**config.mk**
```make
export PLATFORM = sky130hd
export DESIGN_NAME = chs_conf_encoder
export DESIGN_NICKNAME = d
export VERILOG_FILES = /design/src/rtl/chs_conf_encoder.sv
export SDC_FILE = /design/constraint.sdc
export NUM_CORES = 1
export LEC_CHECK = 0
export ABC_AREA = 1
export BUFFER_PORTS_ARGS = -buffer_cell sky130_fd_sc_hd__buf_4
export CAP_MARGIN = 30
export CORE_MARGIN = 3
export CORE_UTILIZATION = 61
export DETAILED_ROUTE_END_ITERATION = 10
export PLACE_DENSITY_LB_ADDON = 0.2
export SLEW_MARGIN = 5
export SYNTH_ARGS = -nofsm -noshare
export SYNTH_HDL_FRONTEND = slang
export SYNTH_SLANG_ARGS = --single-unit
export TNS_END_PERCENT = 5
```
**constraint.sdc**
```tcl
create_clock -name clk -period 5.7 [get_ports clk]
set_clock_uncertainty 0.2 [all_clocks]
set_input_delay 0.57 -clock clk [delete_from_list [all_inputs] [get_ports clk]]
set_output_delay 0.57 -clock clk [all_outputs]
set_load 0.05 [all_outputs]
```
**src/rtl/chs_conf_encoder.sv**
```systemverilog
// Channel configuration encoder: ramps a thermometer-coded chs_conf one bit per
// STEP_CYCLES toward a requested power level, with parity on chs_mode.
//
// state | meaning
// ------+----------------------------------------------------------
// IDLE  | level settled; req_ready high, accepts a new request
// RAMP  | stepping level toward target, one bit per STEP_CYCLES
module chs_conf_encoder #(
  parameter int STEP_CYCLES = 4
) (
  input  logic       clk,
  input  logic       rst,
  input  logic       req_valid,
  output logic       req_ready,
  input  logic [3:0] req_power,
  output logic [7:0] chs_conf,
  output logic       chs_mode,
  output logic       busy,
  output logic       done,
  output logic       err
);

  typedef enum logic {IDLE = 1'b0, RAMP = 1'b1} state_t;

  localparam logic [7:0] STEP_RELOAD = 8'(STEP_CYCLES - 1);
  localparam logic [3:0] LEVEL_MAX   = 4'd8;

  state_t     state, state_nxt;
  logic [3:0] level, level_nxt;
  logic [3:0] target, target_nxt;
  logic [7:0] wait_cnt, wait_cnt_nxt;
  logic       done_nxt, err_nxt;
  logic [3:0] req_clamped;
  logic [3:0] level_step;
  logic [8:0] therm_full;

  assign req_clamped = (req_power > LEVEL_MAX) ? LEVEL_MAX : req_power;
  assign level_step  = (level < target) ? level + 4'd1 : level - 4'd1;

  always_ff @(posedge clk or posedge rst) begin
    if (rst) begin
      state    <= IDLE;
      level    <= 4'd0;
      target   <= 4'd0;
      wait_cnt <= 8'd0;
      done     <= 1'b0;
      err      <= 1'b0;
      chs_conf <= 8'h00;
      chs_mode <= 1'b0;
    end else begin
      state    <= state_nxt;
      level    <= level_nxt;
      target   <= target_nxt;
      wait_cnt <= wait_cnt_nxt;
      done     <= done_nxt;
      err      <= err_nxt;
      chs_conf <= therm_full[7:0];
      chs_mode <= level_nxt[0];
    end
  end

  always_comb begin
    state_nxt    = state;
    level_nxt    = level;
    target_nxt   = target;
    wait_cnt_nxt = wait_cnt;
    done_nxt     = 1'b0;
    err_nxt      = 1'b0;
    case (state)
      IDLE: begin
        if (req_valid) begin
          target_nxt = req_clamped;
          err_nxt    = (req_power > LEVEL_MAX);
          if (req_clamped == level) begin
            done_nxt = 1'b1;
          end else begin
            state_nxt    = RAMP;
            wait_cnt_nxt = STEP_RELOAD;
          end
        end
      end
      RAMP: begin
        if (wait_cnt != 8'd0) begin
          wait_cnt_nxt = wait_cnt - 8'd1;
        end else begin
          level_nxt = level_step;
          if (level_step == target) begin
            state_nxt = IDLE;
            done_nxt  = 1'b1;
          end else begin
            wait_cnt_nxt = STEP_RELOAD;
          end
        end
      end
      default: state_nxt = IDLE;
    endcase
  end

  // chs_conf is built from the next level so it lands on the same edge as the step
  assign therm_full = (9'd1 << level_nxt) - 9'd1;

  assign req_ready = (state == IDLE) && !rst;
  assign busy      = (state == RAMP);

endmodule

```
==> results of run 1 <==
[power groups by stage]
stage | clock [mW] | sequential [mW] | combinational, mW
2_1_floorplan | 0 | 0.198 | 0.0144
3_3_place_gp | 0 | 0.198 | 0.0210
3_5_place_dp | 0 | 0.198 | 0.0241
4_1_cts | 0.0851 | 0.195 | 0.0242
5_1_grt | 0.0918 | 0.195 | 0.0274
6_report | 0.0822 | 0.195 | 0.0241
[registers in the layout, indices dropped and copies added, names as in the netlist]
signal    cells
chs_conf      8
wait_cnt      8
level         4
target        4
busy          1
done          1
err           1
[final cells by class]
class                           instances  share of cell area
Clock buffer                            4              0.0129
Inverter                               33              0.0610
Multi-Input combinational cell        156               0.490
Sequential cell                        27               0.333
Tap cell                               31              0.0191
Timing Repair Buffer                   20              0.0838
[cell families after synthesis]
logic type / share of synthesized area
fa+ha+maj: 0.0735
flops: 0.374
buf+inv: 0.0748
xor+xnor: 0.0340
mux: 0.00624
simple gates: 0.376
compound gates: 0.0610
[cell usage after synthesis, drive strengths merged]
library cell	count	area (sq um)
mux2	1	11.3
o21ai	10	50.0
a21oi	4	31.3
nor3	6	35.0
buf	1	7.51
nor4	1	6.26
nand3	26	180
fa	1	20.0
o21bai	2	15.0
ha	9	113
a31oi	1	6.26
nand4	8	50.1
xor2	2	17.5
nand2	54	273
inv	33	124
xnor2	5	43.8
clkbuf	1	3.75
o31ai	1	7.51
nor2	25	135
dfrtp	27	676
[placed cells by master (no fill, tap or decap)]
master	count
nand2_1	40
dfrtp_1	27
inv_1	26
nor2_1	20
nand3_1	19
buf_4	19
ha_1	9
nand4_1	8
nand2_4	7
inv_2	7
nand2_2	7
o21ai_1	7
xnor2_1	5
nand3_2	5
nor3_1	5
nor2_4	3
a21oi_1	3
o21ai_0	3
clkbuf_4	3
nand3_4	2
o21bai_1	2
xor2_1	2
nor2_8	1
nor2_2	1
a21oi_4	1
nor3_2	1
nor4_1	1
a31oi_1	1
o31ai_1	1
mux2_2	1
fa_1	1
clkbuf_1	1
buf_16	1
[worst max path at each step]
stage | depth (start not counted) | slack [ns] | end | start
final | 18 | 2.34 | chs_conf[6] | level[0]
after global routing | 18 | 2.05 | chs_conf[6] | level[0]
after CTS | 18 | 2.36 | chs_conf[6] | level[0]
after detailed placement | 18 | 2.38 | chs_conf[6] | level[0]
after global placement | 18 | 2.49 | chs_conf[6] | level[0]
after floorplan | 19 | 2.41 | chs_conf[6] | level[0]
[critical path: cells and delay by family, from the launching register on]
family	cells	cell delay, ns
buf+inv	4	0.40
fa+ha+maj	3	0.86
simple gates	9	0.87
xor+xnor	1	0.32
flops	1	0.49
compound gates	1	0.13
[routing by layer]
metal / global-route usage / share of wire
met4: 0.0538 / 0.00055
met2: 0.384 / 0.51
met1: 0.324 / 0.45
met3: 0.0447 / 0.039
met5: 0 / 0
==> run summary, run 1 <==
Core ar. = 0.00278 sq mm
worst flop-to-flop path endpoint = chs_conf[6]
number of ports placed on the die boundary = 20
share of the clock period used by the worst path after layout = 0.589
category of the worst setup path capture point = register
residual antenna-violating net count after detailed routing = 0
CTS root buf = clkbuf_4
count of state elements after synthesis = 27
internal power = 231 uW
area of combinational cells with multiple inputs = 995 sq um
sum of negative setup slack = 0 ns
Num Clock Sinks = 27
via-per-instance ratio = 5.46
Hold WC Path Type = in2async
hold slack = 0.0750 ns
worst-path cell with the longest stage delay = dfrtp_1
wire length of the first global-routing pass = 6.48 mm
syn avg cell area = 8.28 sq um
run status = finished clean
Psw = 70.2 uW
VDD IR max = 0.167 mV
routed length per placed instance = 13.4 um
final max-slew violation count = 0
post-synthesis instance area = 0.00181 sq mm
die area = 0.00365 sq mm
area added between synthesis and finish = 12.4%
time the worst path needs with I/O delays and setup = 3.36 ns
number of warnings issued by yosys = 0
power density of the placed cells = 148 mW/mm^2
row count = 19
post-cts hold buffer count = 0
final-layout fill cell count = 229
Max Buffers Root-to-Sink = 2
post-placement cell count = 267
crit path cell chain = inv_1 > ha_1 > inv_1 > nand2_1 > nand2_1 > nand2_1 > nand2_1 > inv_1 > fa_1 > xnor2_1 > nand3_1 > nand2_2 > inv_2 > nand4_1 > ha_1 > nand2_1 > o21bai_1 > nand2_1
port buffer count = 19
Clock Pin Slew Worst Setup and Hold Paths = 0.14 ns
type of the worst setup path = reg2reg
HPWL after detailed placement = 2.88 mm
clock latency on the worst-skew pair = 0.32 ns
TritonCTS clock tree = done
sequential cell area fraction in the yosys report = 0.374
Relative slew margins = 0.516
Finished Layout Cells = 271
largest net degree at the start of global routing = 19
final setup margin = 2.34 ns
Final Routed Wirelength = 3.62 mm
Peak Freq = 0.298 GHz
count of TritonRoute iterations in the first routing pass = 4
Worst Path Arrival = 3.39 ns
number of buffers inserted during clock tree synthesis = 3
GR Util All Layers = 0.235
Max-Cap Viols = 0
slowest stage delay, CP = 0.49 ns
Setup WS pre-CTS = 2.38 ns
layout cell share with drive strength beyond 1 = 0.246
library cells used by synthesis = 31
H-tree levels = 1
cell with the most instances on the worst path = nand2_1
total vias in the final route = 1480
Clk pwr share = 0.273
Final #Nets = 258
Die W = 60.4 um
unrepaired setup endpoints after global routing = false
sequential cell fraction of total power = 0.647
initial detailed-routing violation count = 86
launching point of the worst reg2reg path = level[0]
setup fix buffers added after clock tree synthesis = 0
Final setup viols = 0
Static Leak = 1.08 nW
cell count after synthesis = 218
depth of the worst register-to-register path = 18
post-CTS resize count = 0
Hold Fails Final Rpt = 0
die height = 60.4 um
standard cell area after detailed placement = 0.00200 sq mm
Sequential Area = 676 sq um
Max Fanout on Critical Path = 6
remaining routing DRC violations = 0
worst slew pin tran = 0.726 ns
Data required, critical path = 5.73 ns
setup slack of the worst register-to-register path = 2.34 ns
Initial Utilization = 0.649
number of inserted diodes = 0
vias in the first global route = 1438
Finished Cell Area = 0.00203 sq mm
weighted congestion reported at the end of routability-driven placement = 0.911
share of total power in combinational logic = 0.080
utilization after layout = 0.730
power consumption = 301 uW
syn_nets = 235
aggregate global routing overflow = 0
element type at the critical path start = register
sw frac = 0.233
number of antenna violations at the first check in global routing = 0
Note: power is estimated with default switching activity, not from simulation.
==> run 2: changes to the inputs <==
- CORE_UTILIZATION: 61 -> 52
- clock period: 5.7 -> 3 ns (I/O delays scaled with it)
==> run 2 against run 1 <==
Net effect:
- critical path depth down 1
- power up 96%
- non-clock buffer count up 18
- worst setup slack worse by 2.3 ns
- worst hold slack worse by 0.011 ns
- first-iteration DRC count up 5.8%
- via count up 3.9%
- count of clock-buffer cells in the layout down 1
- sequential power up 89%
- maximum frequency up 15%
- clock power up 97%
- combinational power up 140%
- critical path type unchanged
- largest cell class unchanged
==> run summary, run 2 (synthesis results as in run 1) <==
count of TritonRoute iterations in the first routing pass = 4 (unchanged)
Hold Fails Final Rpt = 0 (unchanged)
die area = 0.00422 sq mm (+16%)
VDD IR max = 0.224 mV (+34%)
share of the clock period used by the worst path after layout = 0.976 (+0.386)
Psw = 145 uW (+110%)
top library cells by usage in the layout, fill and taps aside = nand2_1 (34), buf_4 (34), dfrtp_1 (26)
final max-slew violation count = 0 (unchanged)
hold worst-path end = target[2]
TritonCTS clock tree = done
total vias in the final route = 1537 (+3.9%)
Final #Nets = 276 (+7.0%)
internal power = 445 uW (+93%)
category of the worst setup path capture point = register
routed length per placed instance = 13.0 um (-2.7%)
row count = 20 (+1)
area added between synthesis and finish = 27.0%
sum of negative setup slack = 0 ns (unchanged)
power consumption = 590 uW (+96%)
Largest regs = chs_conf (8), wait_cnt (8)
die height = 64.9 um (+7.5%)
Setup WS pre-CTS = -0.0439 ns (-2.42 ns)
number of buffers inserted during clock tree synthesis = 3 (unchanged)
number of antenna violations at the first check in global routing = 0 (unchanged)
hold slack = 0.0639 ns (-0.0112 ns)
HPWL after detailed placement = 2.78 mm (-3.6%)
Core ar. = 0.00318 sq mm (+14%)
H-tree levels = 1 (unchanged)
hold path depth = 3
sw frac = 0.246 (+0.0127)
type of the worst setup path = reg2reg
element type at the critical path start = register
largest net degree at the start of global routing = 19 (unchanged)
Final Routed Wirelength = 3.92 mm (+8.4%)
utilization after layout = 0.721 (-0.00838)
share of total power in combinational logic = 0.099 (+0.019)
CTS root buf = clkbuf_4
Final setup viols = 0 (unchanged)
time the worst path needs with I/O delays and setup = 2.93 ns (-0.432 ns)
Peak Freq = 0.342 GHz (+15%)
Max-Cap Viols = 0 (unchanged)
Initial Utilization = 0.568 (-0.0810)
aggregate global routing overflow = 0 (unchanged)
layout cell share with drive strength beyond 1 = 0.368 (+0.122)
setup slack of the worst register-to-register path = 0.07 ns (-2.27 ns)
startpoint of the worst hold path = req_power[2]
run status = finished clean
final-layout fill cell count = 249 (+8.7%)
number of inserted diodes = 0 (unchanged)
Clock Pin Slew Worst Setup and Hold Paths = 0.15 ns (about the same)
Max Buffers Root-to-Sink = 2 (unchanged)
Num Clock Sinks = 27 (unchanged)
sequential cell fraction of total power = 0.625 (-0.022)
worst slew pin tran = 0.712 ns (-0.0142 ns)
Clk pwr share = 0.275 (+0.002)
Die W = 64.9 um (+7.5%)
remaining routing DRC violations = 0 (unchanged)
Relative slew margins = 0.526 (+0.00944)
power density of the placed cells = 258 mW/mm^2 (+74%)
weighted congestion reported at the end of routability-driven placement = 0.961 (+5.5%)
depth of the worst register-to-register path = 17 (-1)
Hold WC Path Type = in2reg
Max Fanout on Critical Path = 6 (unchanged)
vias in the first global route = 1438 (unchanged)
wire length of the first global-routing pass = 6.58 mm (+1.5%)
worst flop-to-flop path endpoint = chs_conf[6]
Data required, critical path = 3.04 ns (-2.69 ns)
residual antenna-violating net count after detailed routing = 0 (unchanged)
number of ports placed on the die boundary = 20 (unchanged)
launching point of the worst reg2reg path = target[1]
Worst Path Arrival = 2.97 ns (-0.42 ns)
Static Leak = 1.18 nW (+9.5%)
via-per-instance ratio = 5.09 (-6.8%)
initial detailed-routing violation count = 91 (+5.8%)
port buffer count = 19 (unchanged)
final setup margin = 0.0725 ns (-2.27 ns)
clock latency on the worst-skew pair = 0.33 ns (about the same)
GR Util All Layers = 0.201 (-0.0335)
[run 2: layer usage]
layer	wire, um	GRT usage	share of wire	vias up
met2	1990	0.338	0.51	31
li1	-	-	-	783
met1	1760	0.270	0.45	719
met4	52	0.0396	0.013	0
met3	124	0.0364	0.032	4
met5	0	0	0	-
[run 2: cell type report]
cell class	instances	area [sq um]	area share
multi-input cells	156	1110	0.484
flip-flops and latches	27	677	0.295
repair buffers	38	297	0.129
inverters	33	124	0.0540
well taps	44	55.1	0.0240
clock buffers	3	22.5	0.00983
clock inverters	1	7.51	0.00328
[run 2: repair_timing]
action                                  CTS  global route
hold endpoints to repair                 16             0
endpoints found under the setup margin    2            14
pin swaps                                 1             9
buffers inserted                          2             6
gates resized for setup                   2            21
hold buffers                              3             0
[run 2: worst max-delay path by stage]
| stage | start | to | slack [ns] |
|---|---|---|---|
| 3_5_place_dp | target[3] | chs_conf[6] | -0.04 |
| 3_3_place_gp | target[3] | chs_conf[6] | 0.04 |
| 6_report | target[1] | chs_conf[6] | 0.07 |
| 4_1_cts | target[3] | chs_conf[6] | 0.001 |
| 2_1_floorplan | level[0] | chs_conf[6] | 0.02 |
| 5_1_grt | level[3] | chs_conf[6] | -0.08 |
[run 2: through the flow]
step / std cells / instance area [sq um]
floorplan: 218 / 1810
global route: 302 / 2290
CTS: 296 / 2140
detailed placement: 287 / 2060
finish: 302 / 2290
global placement: 287 / 2060
[run 2: critical path, cell delays in order (launching register included)]
cell and delay [ns]:
dfrtp_1 0.39, inv_1 0.07, ha_1 0.27, nand2_1 0.05, nand2_1 0.07, nand2_2 0.06, nand2_4 0.12, inv_2 0.07
fa_2 0.60, nand3_2 0.10, nand2_4 0.13, buf_6 0.11, nand4_1 0.12, ha_2 0.25, nand2_4 0.08, nor2_1 0.05
nand2_1 0.06, nand2_1 0.05
[run 2: power groups by stage]
| stage | Clock [mW] | Sequential, mW | Combinational, mW |
|---|---|---|---|
| finish | 0.162 | 0.369 | 0.0587 |
| global route | 0.191 | 0.370 | 0.0667 |
| CTS | 0.172 | 0.370 | 0.0469 |
| detailed placement | 0 | 0.376 | 0.0436 |
| global placement | 0 | 0.376 | 0.0430 |
| floorplan | 0 | 0.376 | 0.0275 |
==> run 3: changes to the inputs <==
- CORE_UTILIZATION: 52 -> 55
- CTS_BUF_LIST: not set -> sky130_fd_sc_hd__clkbuf_4 sky130_fd_sc_hd__clkbuf_8
==> run 3 against run 2 <==
Net effect:
- the flow now finishes with violations (negative setup slack)
- first-iteration DRC count down 20%
- global-route usage is 2.0 points lower
- power up 2.3%
- worst hold slack got worse by 0.028 ns
- non-clock buffer count shrank 2
- combinational power up 4.3%
- cell count down 0.66%
- worst setup slack lost 0.096 ns
- critical path type unchanged
- critical endpoint unchanged
- largest power group unchanged
==> run summary, run 3 (synthesis results as in run 1) <==
Initial Utilization = 0.582 (+0.0137)
final setup margin = -0.0235 ns (-0.0961 ns)
Final #Nets = 274 (-0.72%)
number of ports placed on the die boundary = 20 (unchanged)
Max Buffers Root-to-Sink = 2 (unchanged)
Setup WS pre-CTS = -0.00231 ns (+0.0416 ns)
Final setup viols = 1 (+1)
GR Util All Layers = 0.182 (-0.0195)
wire length of the first global-routing pass = 5.91 mm (-10%)
Clock Pin Slew Worst Setup and Hold Paths = 0.16 ns (about the same)
die height = 63.3 um (-2.5%)
initial detailed-routing violation count = 73 (-20%)
number of buffers inserted during clock tree synthesis = 3 (unchanged)
Core ar. = 0.00310 sq mm (-2.4%)
Max-Cap Viols = 0 (unchanged)
run status = finished, violations left
H-tree levels = 1 (unchanged)
TritonCTS clock tree = done
residual antenna-violating net count after detailed routing = 0 (unchanged)
Hold WC Path Type = in2reg
clock latency on the worst-skew pair = 0.34 ns (about the same)
Worst Path Arrival = 3.07 ns (+0.10 ns)
VDD IR max = 0.185 mV (-17%)
power density of the placed cells = 261 mW/mm^2 (+1.3%)
violations in the final reports = negative setup slack
Final Routed Wirelength = 4.00 mm (+2.0%)
count of TritonRoute iterations in the first routing pass = 4 (unchanged)
Die W = 63.3 um (-2.5%)
worst slew pin tran = 0.681 ns (-0.0305 ns)
utilization after layout = 0.746 (+0.0251)
Relative slew margins = 0.545 (+0.0199)
Max Fanout on Critical Path = 6 (unchanged)
unrepaired setup endpoints after global routing = true
area added between synthesis and finish = 28.3%
final max-slew violation count = 0 (unchanged)
number of antenna violations at the first check in global routing = 0 (unchanged)
die area = 0.00401 sq mm (-5.0%)
largest net degree at the start of global routing = 19 (unchanged)
routed length per placed instance = 13.3 um (+2.7%)
layout cell share with drive strength beyond 1 = 0.391 (+0.0224)
port buffer count = 19 (unchanged)
row count = 20 (unchanged)
remaining routing DRC violations = 0 (unchanged)
Peak Freq = 0.331 GHz (-3.2%)
top library cells by usage in the layout, fill and taps aside = buf_4 (35), nand2_1 (33), dfrtp_1 (26)
aggregate global routing overflow = 0 (unchanged)
leading cell type in the layout, fill and taps excluded = buf_4
HPWL after detailed placement = 2.66 mm (-4.2%)
Largest regs = chs_conf (8), wait_cnt (8)
total vias in the final route = 1540 (+0.20%)
Hold Fails Final Rpt = 0 (unchanged)
vias in the first global route = 1355 (-5.8%)
CTS root buf = clkbuf_4
weighted congestion reported at the end of routability-driven placement = 0.841 (-12%)
time the worst path needs with I/O delays and setup = 3.02 ns (+0.0961 ns)
number of inserted diodes = 0 (unchanged)
share of the clock period used by the worst path after layout = 1.01 (+0.0320)
type of the worst setup path = reg2reg
Data required, critical path = 3.05 ns (about the same)
Static Leak = 1.17 nW (-0.89%)
Num Clock Sinks = 27 (unchanged)
category of the worst setup path capture point = register
via-per-instance ratio = 5.13 (+0.86%)
element type at the critical path start = register
==> run 3: changes by cell type in the layout (fill, tap and decap cells not counted), sizes merged <==
cell / before / now
clkbuf: 3 / 4
clkinvlp: 1 / 0
dlygate4sd3: 3 / 1
==> run 3: final timing paths <==
kind / startpoint / endpoint / slack, ns / cells past startpoint
worst max-delay path: target[3] / chs_conf[6] / -0.02 / 18
worst min register to register: target[0] / target[0] / 0.34 / 1
min in group asynchronous: rst / target[2] / 0.42 / 3
worst min-delay path: req_power[1] / err / 0.04 / 3
max in group asynchronous: rst / wait_cnt[4] / 1.56 / 4
worst max register to register: target[3] / chs_conf[6] / -0.02 / 18
==> run 3: final cells by class <==
class,instances,area [sq um]
Fill cell,237,787
Timing Repair Buffer,36,273
Tap cell,44,55.1
Clock buffer,4,30.0
Multi-Input combinational cell,156,1150
Sequential cell,27,677
Inverter,33,126
==> run 3: stage by stage <==
stage / power (mW) / std cells / setup TNS (ns) / hold slack [ns] / instance area, sq um
after floorplan: 0.403 / 218 / 0 / 0.153 / 1810
after CTS: 0.595 / 293 / 0 / 0.0249 / 2120
after global placement: 0.420 / 288 / 0 / 0.262 / 2060
final: 0.604 / 300 / -0.0235 / 0.0356 / 2320
after global routing: 0.634 / 300 / -1.09 / 0.0254 / 2320
after detailed placement: 0.421 / 288 / -0.00231 / 0.257 / 2060
==> run 3: timing repair <==
item / CTS / global route
gates resized for setup: 2 / 28
endpoints found under the hold margin: 17 / 0
hold buffers: 1 / 0
pin swaps: 1 / 15
setup endpoints to repair: 1 / 13
setup buffers: 0 / 7
==> run 3: power by group <==
group | leakage [nW] | internal (mW) | switching [mW]
Combinational | 0.809 | 0.0280 | 0.0332
Clock | 0.0184 | 0.0613 | 0.113
Sequential | 0.344 | 0.367 | 0.00192
Total | 1.17 | 0.456 | 0.148
==> run 3: per-layer routing <==
| layer | track usage | routed length (um) | vias up |
|---|---|---|---|
| li1 | - | - | 782 |
| met1 | 0.259 | 1790 | 715 |
| met2 | 0.292 | 2000 | 35 |
| met3 | 0.0214 | 137 | 8 |
| met4 | 0.0485 | 65 | 0 |
| met5 | 0 | 0 | - |
==> run 3: critical path, cell delays in order, from the launching register on <==
cell and delay [ns]:
dfrtp_1 0.41, inv_1 0.13, ha_4 0.22, a21oi_2 0.18, nand2_4 0.13, ha_4 0.25, a21oi_4 0.17, nand2_2 0.09
nand2_2 0.08, nand2_1 0.08, nand2_2 0.07, nand3_1 0.08, nand2_2 0.13, nand4_1 0.22, ha_4 0.25, nand2_4 0.08
nor2_1 0.04, nand2_1 0.06, nand2_1 0.05
